### config.mk
export PLATFORM = sky130hd
export DESIGN_NAME = fetch_ctrl_flat
export DESIGN_NICKNAME = d
export VERILOG_FILES = /design/src/rtl/fetch_pkg.sv /design/src/rtl/fetch_ctrl_if.sv /design/src/rtl/redirect_sel.sv /design/src/rtl/fetch_ctrl.sv /design/src/flat_wrapper.sv
export SDC_FILE = /design/constraint.sdc
export NUM_CORES = 1
export LEC_CHECK = 0
export BUFFER_PORTS_ARGS = -buffer_cell sky130_fd_sc_hd__buf_4
export CORE_MARGIN = 4
export CORE_UTILIZATION = 45
export CTS_CLUSTER_SIZE = 28
export DETAILED_ROUTE_END_ITERATION = 10
export PLACE_DENSITY = 0.74
export SLEW_MARGIN = 20
export SYNTH_ARGS = -nofsm -noshare
export SYNTH_HDL_FRONTEND = slang
export SYNTH_SLANG_ARGS = --single-unit
export TNS_END_PERCENT = 30
### constraint.sdc
create_clock -name clk -period 2.2 [get_ports clk]
set_input_delay 0.11 -clock clk [delete_from_list [all_inputs] [get_ports clk]]
set_output_delay 0.11 -clock clk [all_outputs]
set_load 0.05 [all_outputs]
### src/rtl/fetch_pkg.sv
// Shared types and constants for the instruction fetch sequencer.
package fetch_pkg;

    localparam int unsigned XLEN = 32;

    localparam logic [XLEN-1:0] RESET_PC_DEFAULT = 32'h0000_0000;

    localparam logic [1:0] JUMP_NONE = 2'b00;
    localparam logic [1:0] JUMP_JAL  = 2'b01;
    localparam logic [1:0] JUMP_JALR = 2'b10;

    typedef enum logic [1:0] {
        IDLE = 2'b00,
        REQ  = 2'b01,
        WAIT = 2'b10,
        HOLD = 2'b11
    } fetch_state_e;

    // Instruction addresses are word aligned; low two bits are dropped.
    function automatic logic [XLEN-1:0] align_word(input logic [XLEN-1:0] a);
        return {a[XLEN-1:2], 2'b00};
    endfunction

endpackage

### src/rtl/fetch_ctrl_if.sv
// Instruction-memory request/grant/response bus between fetch and imem.
interface fetch_ctrl_if;
    import fetch_pkg::*;

    logic            imem_req;
    logic [XLEN-1:0] imem_addr;
    logic            imem_gnt;
    logic            imem_rvalid;
    logic [XLEN-1:0] imem_rdata;

    modport master (
        output imem_req,
        output imem_addr,
        input  imem_gnt,
        input  imem_rvalid,
        input  imem_rdata
    );

    modport slave (
        input  imem_req,
        input  imem_addr,
        output imem_gnt,
        output imem_rvalid,
        output imem_rdata
    );

endinterface

### src/rtl/redirect_sel.sv
// Redirect detection and target select from EX; jump outranks branch.
module redirect_sel
    import fetch_pkg::*;
(
    input  logic            pc_src,
    input  logic [1:0]      jump,
    input  logic [XLEN-1:0] branch_addr,
    input  logic [XLEN-1:0] jump_addr,
    output logic            redirect_c,
    output logic [XLEN-1:0] target_c
);

    always_comb begin
        redirect_c = 1'b0;
        target_c   = align_word(branch_addr);
        case (jump)
            JUMP_NONE: redirect_c = pc_src;
            JUMP_JAL: begin
                redirect_c = 1'b1;
                target_c   = align_word(jump_addr);
            end
            JUMP_JALR: begin
                redirect_c = 1'b1;
                target_c   = align_word(jump_addr);
            end
            // 2'b11 decodes as jalr
            default: begin
                redirect_c = 1'b1;
                target_c   = align_word(jump_addr);
            end
        endcase
    end

endmodule

### src/rtl/fetch_ctrl.sv
// Fetch sequencer: PC register, single-outstanding imem request FSM,
// wrong-path kill tracking and the registered IF output buffer.
module fetch_ctrl
    import fetch_pkg::*;
#(
    parameter logic [XLEN-1:0] RESET_PC = RESET_PC_DEFAULT
) (
    input  logic             clk,
    input  logic             reset,
    input  logic             stall,
    input  logic             pc_src,
    input  logic [XLEN-1:0]  branch_addr,
    input  logic [1:0]       jump,
    input  logic [XLEN-1:0]  jump_addr,
    fetch_ctrl_if.master     imem,
    output logic             if_valid,
    output logic [XLEN-1:0]  if_inst,
    output logic [XLEN-1:0]  if_pc,
    output logic [XLEN-1:0]  if_pc4
);

    fetch_state_e    state;
    fetch_state_e    state_next;
    logic [XLEN-1:0] pc;
    logic [XLEN-1:0] pc_next;
    logic [XLEN-1:0] pc4;
    logic            kill;
    logic            kill_next;
    logic            capture;
    logic            if_valid_next;
    logic            req_next;
    logic [XLEN-1:0] addr_next;
    logic            redirect;
    logic [XLEN-1:0] target;

    redirect_sel u_redirect_sel (
        .pc_src      (pc_src),
        .jump        (jump),
        .branch_addr (branch_addr),
        .jump_addr   (jump_addr),
        .redirect_c  (redirect),
        .target_c    (target)
    );

    // Next-state, PC, kill and output-buffer decisions.
    always_comb begin
        state_next    = state;
        pc_next       = pc;
        kill_next     = kill;
        capture       = 1'b0;
        pc4           = pc + XLEN'(4);

        case (state)
            IDLE: state_next = REQ;
            REQ: begin
                if (imem.imem_gnt) begin
                    state_next = WAIT;
                end
                // Request is never retracted; its response is marked wrong-path.
                if (redirect) begin
                    kill_next = 1'b1;
                end
            end
            WAIT: begin
                if (imem.imem_rvalid) begin
                    kill_next = 1'b0;
                    if (kill || redirect) begin
                        state_next = REQ;
                    end else begin
                        capture    = 1'b1;
                        pc_next    = pc4;
                        state_next = stall ? HOLD : REQ;
                    end
                end else if (redirect) begin
                    kill_next = 1'b1;
                end
            end
            HOLD: begin
                if (redirect || (if_valid && !stall)) begin
                    state_next = REQ;
                end
            end
            default: state_next = IDLE;
        endcase

        if (redirect) begin
            pc_next = target;
        end

        // Flush beats stall; a fresh capture beats consumption.
        if (redirect) begin
            if_valid_next = 1'b0;
        end else if (capture) begin
            if_valid_next = 1'b1;
        end else if (if_valid && !stall) begin
            if_valid_next = 1'b0;
        end else begin
            if_valid_next = if_valid;
        end

        req_next  = (state_next == REQ);
        addr_next = imem.imem_addr;
        // Address is loaded only when a new request starts, so it stays put until gnt.
        if ((state_next == REQ) && (state != REQ)) begin
            addr_next = align_word(pc_next);
        end
    end

    // Registered state, PC, kill flag, imem request and IF buffer.
    always_ff @(posedge clk or negedge reset) begin
        if (!reset) begin
            state          <= IDLE;
            pc             <= RESET_PC;
            kill           <= 1'b0;
            imem.imem_req  <= 1'b0;
            imem.imem_addr <= RESET_PC;
            if_valid       <= 1'b0;
            if_inst        <= '0;
            if_pc          <= '0;
            if_pc4         <= '0;
        end else begin
            state          <= state_next;
            pc             <= pc_next;
            kill           <= kill_next;
            imem.imem_req  <= req_next;
            imem.imem_addr <= addr_next;
            if_valid       <= if_valid_next;
            if (capture) begin
                if_inst <= imem.imem_rdata;
                if_pc   <= pc;
                if_pc4  <= pc4;
            end
        end
    end

endmodule

### src/flat_wrapper.sv
// flat-port wrapper written by rule: the top's interface ports become plain ports
module fetch_ctrl_flat import fetch_pkg::*;
#(
    parameter logic [XLEN-1:0] RESET_PC = RESET_PC_DEFAULT
)
  (clk, reset, stall, pc_src, branch_addr, jump, jump_addr, if_valid, if_inst, if_pc, if_pc4, imem_imem_req, imem_imem_addr, imem_imem_gnt, imem_imem_rvalid, imem_imem_rdata);
  fetch_ctrl_if imem_i ();
  input  logic clk;
  input  logic reset;
  input  logic stall;
  input  logic pc_src;
  input  logic [XLEN-1:0] branch_addr;
  input  logic [1:0] jump;
  input  logic [XLEN-1:0] jump_addr;
  output logic if_valid;
  output logic [XLEN-1:0] if_inst;
  output logic [XLEN-1:0] if_pc;
  output logic [XLEN-1:0] if_pc4;
  output wire logic [$bits(imem_i.imem_req)-1:0] imem_imem_req;
  output wire logic [$bits(imem_i.imem_addr)-1:0] imem_imem_addr;
  input wire logic [$bits(imem_i.imem_gnt)-1:0] imem_imem_gnt;
  input wire logic [$bits(imem_i.imem_rvalid)-1:0] imem_imem_rvalid;
  input wire logic [$bits(imem_i.imem_rdata)-1:0] imem_imem_rdata;
  assign imem_imem_req = imem_i.imem_req;
  assign imem_imem_addr = imem_i.imem_addr;
  assign imem_i.imem_gnt = imem_imem_gnt;
  assign imem_i.imem_rvalid = imem_imem_rvalid;
  assign imem_i.imem_rdata = imem_imem_rdata;
  fetch_ctrl #(.RESET_PC(RESET_PC)) u_core (.clk(clk), .reset(reset), .stall(stall), .pc_src(pc_src), .branch_addr(branch_addr), .jump(jump), .jump_addr(jump_addr), .imem(imem_i), .if_valid(if_valid), .if_inst(if_inst), .if_pc(if_pc), .if_pc4(if_pc4));
endmodule
Word level (Yosys, flattened, before mapping):

Cells that the tools add are included.
Widths: inputs -> output; s select.

* bits in registers: 163
* logic and storage cells: 50

* multiplexer cells: 21
* reductions and logical operators: 12
* equality and inequality tests: 6
* add/subtract/negate cells: 1

Operator list (number)
* $mux 32: 5
* $add 32x3->32 const B: 1
* $mux 2: 5
* $mux 1: 9
* $pmux 2 s4: 1
* $reduce_bool 2->1: 3
* $eq 2x1->1 const B: 2
* $eq 2x2->1 const B: 2
* $logic_not 2->1: 2
* $ne 2x1->1 const B: 2
* $reduce_and 3->1: 1
* $reduce_bool 3->1: 1
* $logic_and 1x1->1: 2
* $logic_or 1x1->1: 2
* $pmux 1 s2: 1
* $logic_not 1->1: 1

Depth between registers and ports, before layout:

* depth in word-level cells: 8
* gate-level depth with buffers: 10
* gate-level depth less buffers: 7

By module:

Synthesis repeated with hierarchy kept, for this count alone.

* cell total of the unflattened synthesis: 803
* area, all modules: 7707.4 um2

Modules (own cells, without submodules)
* fetch_ctrl: area each 7304.5 um2, cells each 765, seq. area each 4028.9 um2, instances 1
* redirect_sel: area each 402.9 um2, cells each 38, seq. area each 0.0 um2, instances 1

Worst setup path after synthesis:

Ideal clock, no wire load.

* path type: register to register
* from: reg u_core.state[0]
* to: reg u_core.imem.imem_addr[24]
* buffers on the path: 2
* cell stages (with the launch flop): 10
* arrival: 2.238 ns
* path slack: -0.166 ns
* clock period less this slack: 2.366 ns
* cell sequence: dfrtp_1 -> inv_1 -> ha_1 -> and3b_1 -> clkbuf_1 -> nand4_1 -> buf_2 -> o31ai_1 -> a31oi_4 -> mux2_1

RTL lines
* start, declared: line fetch_ctrl.sv:22 `fetch_state_e state;`
* start signal, assigned: line fetch_ctrl.sv:122 `state <= state_next;`
* $eq 2x2->1: line fetch_ctrl.sv:53 `case (state)`
* $mux 32: line fetch_ctrl.sv:53
* $mux 32: line fetch_ctrl.sv:86 `if (redirect) begin`
* named net u_core.pc_next[24]: line fetch_ctrl.sv:25 `logic [XLEN-1:0] pc_next;`
* end signal, assigned: line fetch_ctrl.sv:126 `imem.imem_addr <= addr_next;`
* end, declared: line fetch_ctrl_if.sv:13 `output imem_addr,`

The timed path passes the listed nets, and every way through them passes these cells. The select of a mux whose other input is x is not followed.
A chain may end at the register's enable or synchronous reset.

Final worst setup path:

* from: reg u_core.state[0]
* to: reg u_core.imem.imem_addr[27]

The elaborated chain is that of the path after synthesis.

==> flow_metrics.tcl <==
set metrics [dict create \
    core-area_sq_um 16100 \
    place_ws_ps -54.0 \
    worst_slack_ps 64.0 \
    hold_slack_ps 26.2 \
    timing_worst_slew_pin_value_ps 622 \
    regArea_sq_um 3930 \
    status "complete, no violations" \
    hp-class "input port to flip-flop" \
    p_leak_nw 5.46 \
    synth-seq-area-share_pct 52.2 \
    multi_input_area_sq_um 3480 \
    clock-sinks 157 \
    crit_required_ps 2510 \
    drv_cap 0 \
    met2_length_um 11800 \
    grt_antenna_before_repair 0 \
    dpl.hpwl_um 17200 \
    ant_nets 0 \
    cp_top_family "simple AND/OR/NAND/NOR gates" \
    syn_area_per_cell_sq_um 9.17 \
    nNetsFinal 1238 \
    clkSlewWorstSetupHoldPaths_ps 60 \
    layout_common_cells "buf_4, nand2_1, dfrtp_1, dlygate4sd3_1, o21ai_0" \
    cts_root_buf "clkbuf_16" \
    finalSetupViolations 0 \
    via_per_inst 5.41 \
    pwr_density_cell_nw_per_um2 931 \
    path_buf_inv 2 \
    grt_pass1_wl_um 38200 \
    synthFlopType "dfrtp_1" \
    worstPathArrival_ps 2450 \
    cp_max_fo 6 \
    fin_cells 1355 \
    synthArstFlopShare_pct 100 \
    hold_viol_final 0 \
    design_area_sq_um 11100 \
    numCtsBuffers 17 \
    n_fill_cell 1208 \
    wl_per_cell_um 19.0 \
    synth_edf_count 0 \
    critical_path_class "flip-flop to flip-flop" \
    wl_met3_um 2370 \
    rsz0062_at_grt "yes" \
    crit_chain "inv_2, ha_4, and3b_2, buf_6, and4_4, a21oi_2, or3_1, mux2_2" \
    die_h_um 137 \
    cp_slowest_cell "dfrtp_1" \
    wl_met1_um 11000 \
    drive_above_1_share_pct 33.3 \
    ys_ff_latch 157 \
    placed_cell_area_sq_um 9710 \
    fin_crit_sh_pct 97.1 \
    top_layer "met4" \
    cp-end-kind "flip-flop" \
    grt_max_degree 98 \
    layout_commonest_cell "buf_4" \
    pin_count 234 \
    drc 0 \
    clock_path_buffers 2 \
    cts_tree "yes" \
    dp.cells 1258 \
    drv_slew 0 \
    gr-total-overflow 0 \
    cp-start-kind "flip-flop" \
    drt_pass1_iterations 5 \
    num_vias 7330 \
    areaGrowthSynthToFinish_pct 47.6 \
    synth_cells 820 \
    mappedNetlistArea_sq_um 7520 \
    drt-initial-drc-count 634 \
    ys_warn_count 0 \
    die_area_sq_um 18800 \
    layout_min_cycle_time_ps 2140 \
    grt_pass1_vias 7043 \
    max_freq_mhz 468 \
    place_congestion 0.887 \
    insertion_delay_ps 430 \
    max_slew_margin_pct 58.5 \
    track_usage_pct 26.3 \
    setup_tns_ps 0 \
    antenna_cells 0 \
    wirelength_um 25800 \
    fp.dieW_um 137 \
    cpPeakStageDelay_ps 390 \
    yosysUniqueCellTypes 57 \
    portBuffers 223 \
    num_rows 46 \
    htreeDepth 4 \
    worst_ir_drop_vdd_uv 840 \
    start_util_pct 46.7 \
    skew_ps 13.0 \
]
[report_power, final]
| part | internal (W) | switching [W] | total, W |
|---|---|---|---|
| sequential | 0.00331 | 0.000283 | 0.00359 |
| combinational | 0.00149 | 0.00245 | 0.00394 |
| clock | 0.00166 | 0.00113 | 0.00280 |
| total | 0.00647 | 0.00386 | 0.0103 |
[flip-flops by register name, summed over array words and instances, names as in the netlist]
name,flops
u_core.pc,30
u_core.imem.imem_req,1
u_core.if_valid,1
u_core.state,2
u_core.kill,1
u_core.if_inst,32
u_core.if_pc,30
u_core.imem.imem_addr,30
u_core.if_pc4,30
[per-layer routing]
layer  vias up  global-route usage [%]
met1      3473                    36.7
met2       399                    40.9
met3        52                    5.95
met4         0                    8.70
met5         -                       0
li1       3406                       -
[synthesized netlist by cell type, drive strengths merged, types with 17 or more instances]
| master | n | share of area [%] |
|---|---|---|
| xnor2 | 22 | 2.6 |
| nor2 | 20 | 1.0 |
| nand2 | 253 | 13 |
| mux2 | 24 | 3.6 |
| nand3 | 26 | 1.7 |
| dfrtp | 157 | 52 |
| nor3 | 17 | 1.3 |
| o21ai | 57 | 3.8 |
| buf | 28 | 1.9 |
| a21oi | 25 | 1.7 |
| clkbuf | 39 | 1.9 |
[cell families after synthesis]
family,synth area share (%)
DFF,52.2
muxes,3.99
buffers and inverters,4.19
and+or+nand+nor,24.5
AOI/OAI and AO/OA,10.1
adders and majority gates,0.998
other,0.0499
xor gates and xnor gates,3.84
[final timing paths]
check	start	slack, ps	cells past startpoint	to
min reg2reg	u_core.if_pc[28]$_DFFE_PN0P_	480	2	u_core.if_pc[28]$_DFFE_PN0P_
max in group asynchronous	reset	1230	3	u_core.if_inst[17]$_DFFE_PN0P_
max	u_core.state[0]$_DFF_PN0_	60	8	u_core.imem.imem_addr[27]$_DFFE_PN0P_
min	branch_addr[28]	30	4	u_core.pc[28]$_DFF_PN0_
min in group asynchronous	reset	240	2	u_core.if_inst[29]$_DFFE_PN0P_
max reg2reg	u_core.state[0]$_DFF_PN0_	60	8	u_core.imem.imem_addr[27]$_DFFE_PN0P_
[worst register-to-register path, delay by kind of cell (launching register included)]
kind                       cells  cell delay (ps)
and+or+nand+nor                3              900
DFF                            1              390
AOI/OAI and AO/OA              1               60
buffers and inverters          2              260
muxes                          1              270
adders and majority gates      1              150
[what timing repair did]
action | 4_1_cts | 5_1_grt
cloned | 0 | 4
setup endpoints to repair | 27 | 36
gates resized for setup | 4 | 35
pin swaps | 0 | 3
setup buffers | 0 | 6
endpoints found under the hold margin | 116 | 0
hold buffers | 57 | 0
[final cells by class]
type / instances / area share [%]
tap: 216 / 2.44
clock inverter: 5 / 0.530
sequential: 157 / 35.4
multi-input combinational: 598 / 31.4
timing repair buffer: 348 / 25.6
clock buffer: 25 / 4.47
inverter: 6 / 0.203
[through the flow]
step / total power, W / util, %
after floorplan: 0.00603 / -
after global placement: 0.00717 / 60.3
after detailed placement: 0.00723 / 60.3
after CTS: 0.0101 / 67.4
after global routing: 0.0107 / 68.9
final: 0.0103 / 68.9
No activity file was read; power rests on OpenSTA's default activity.
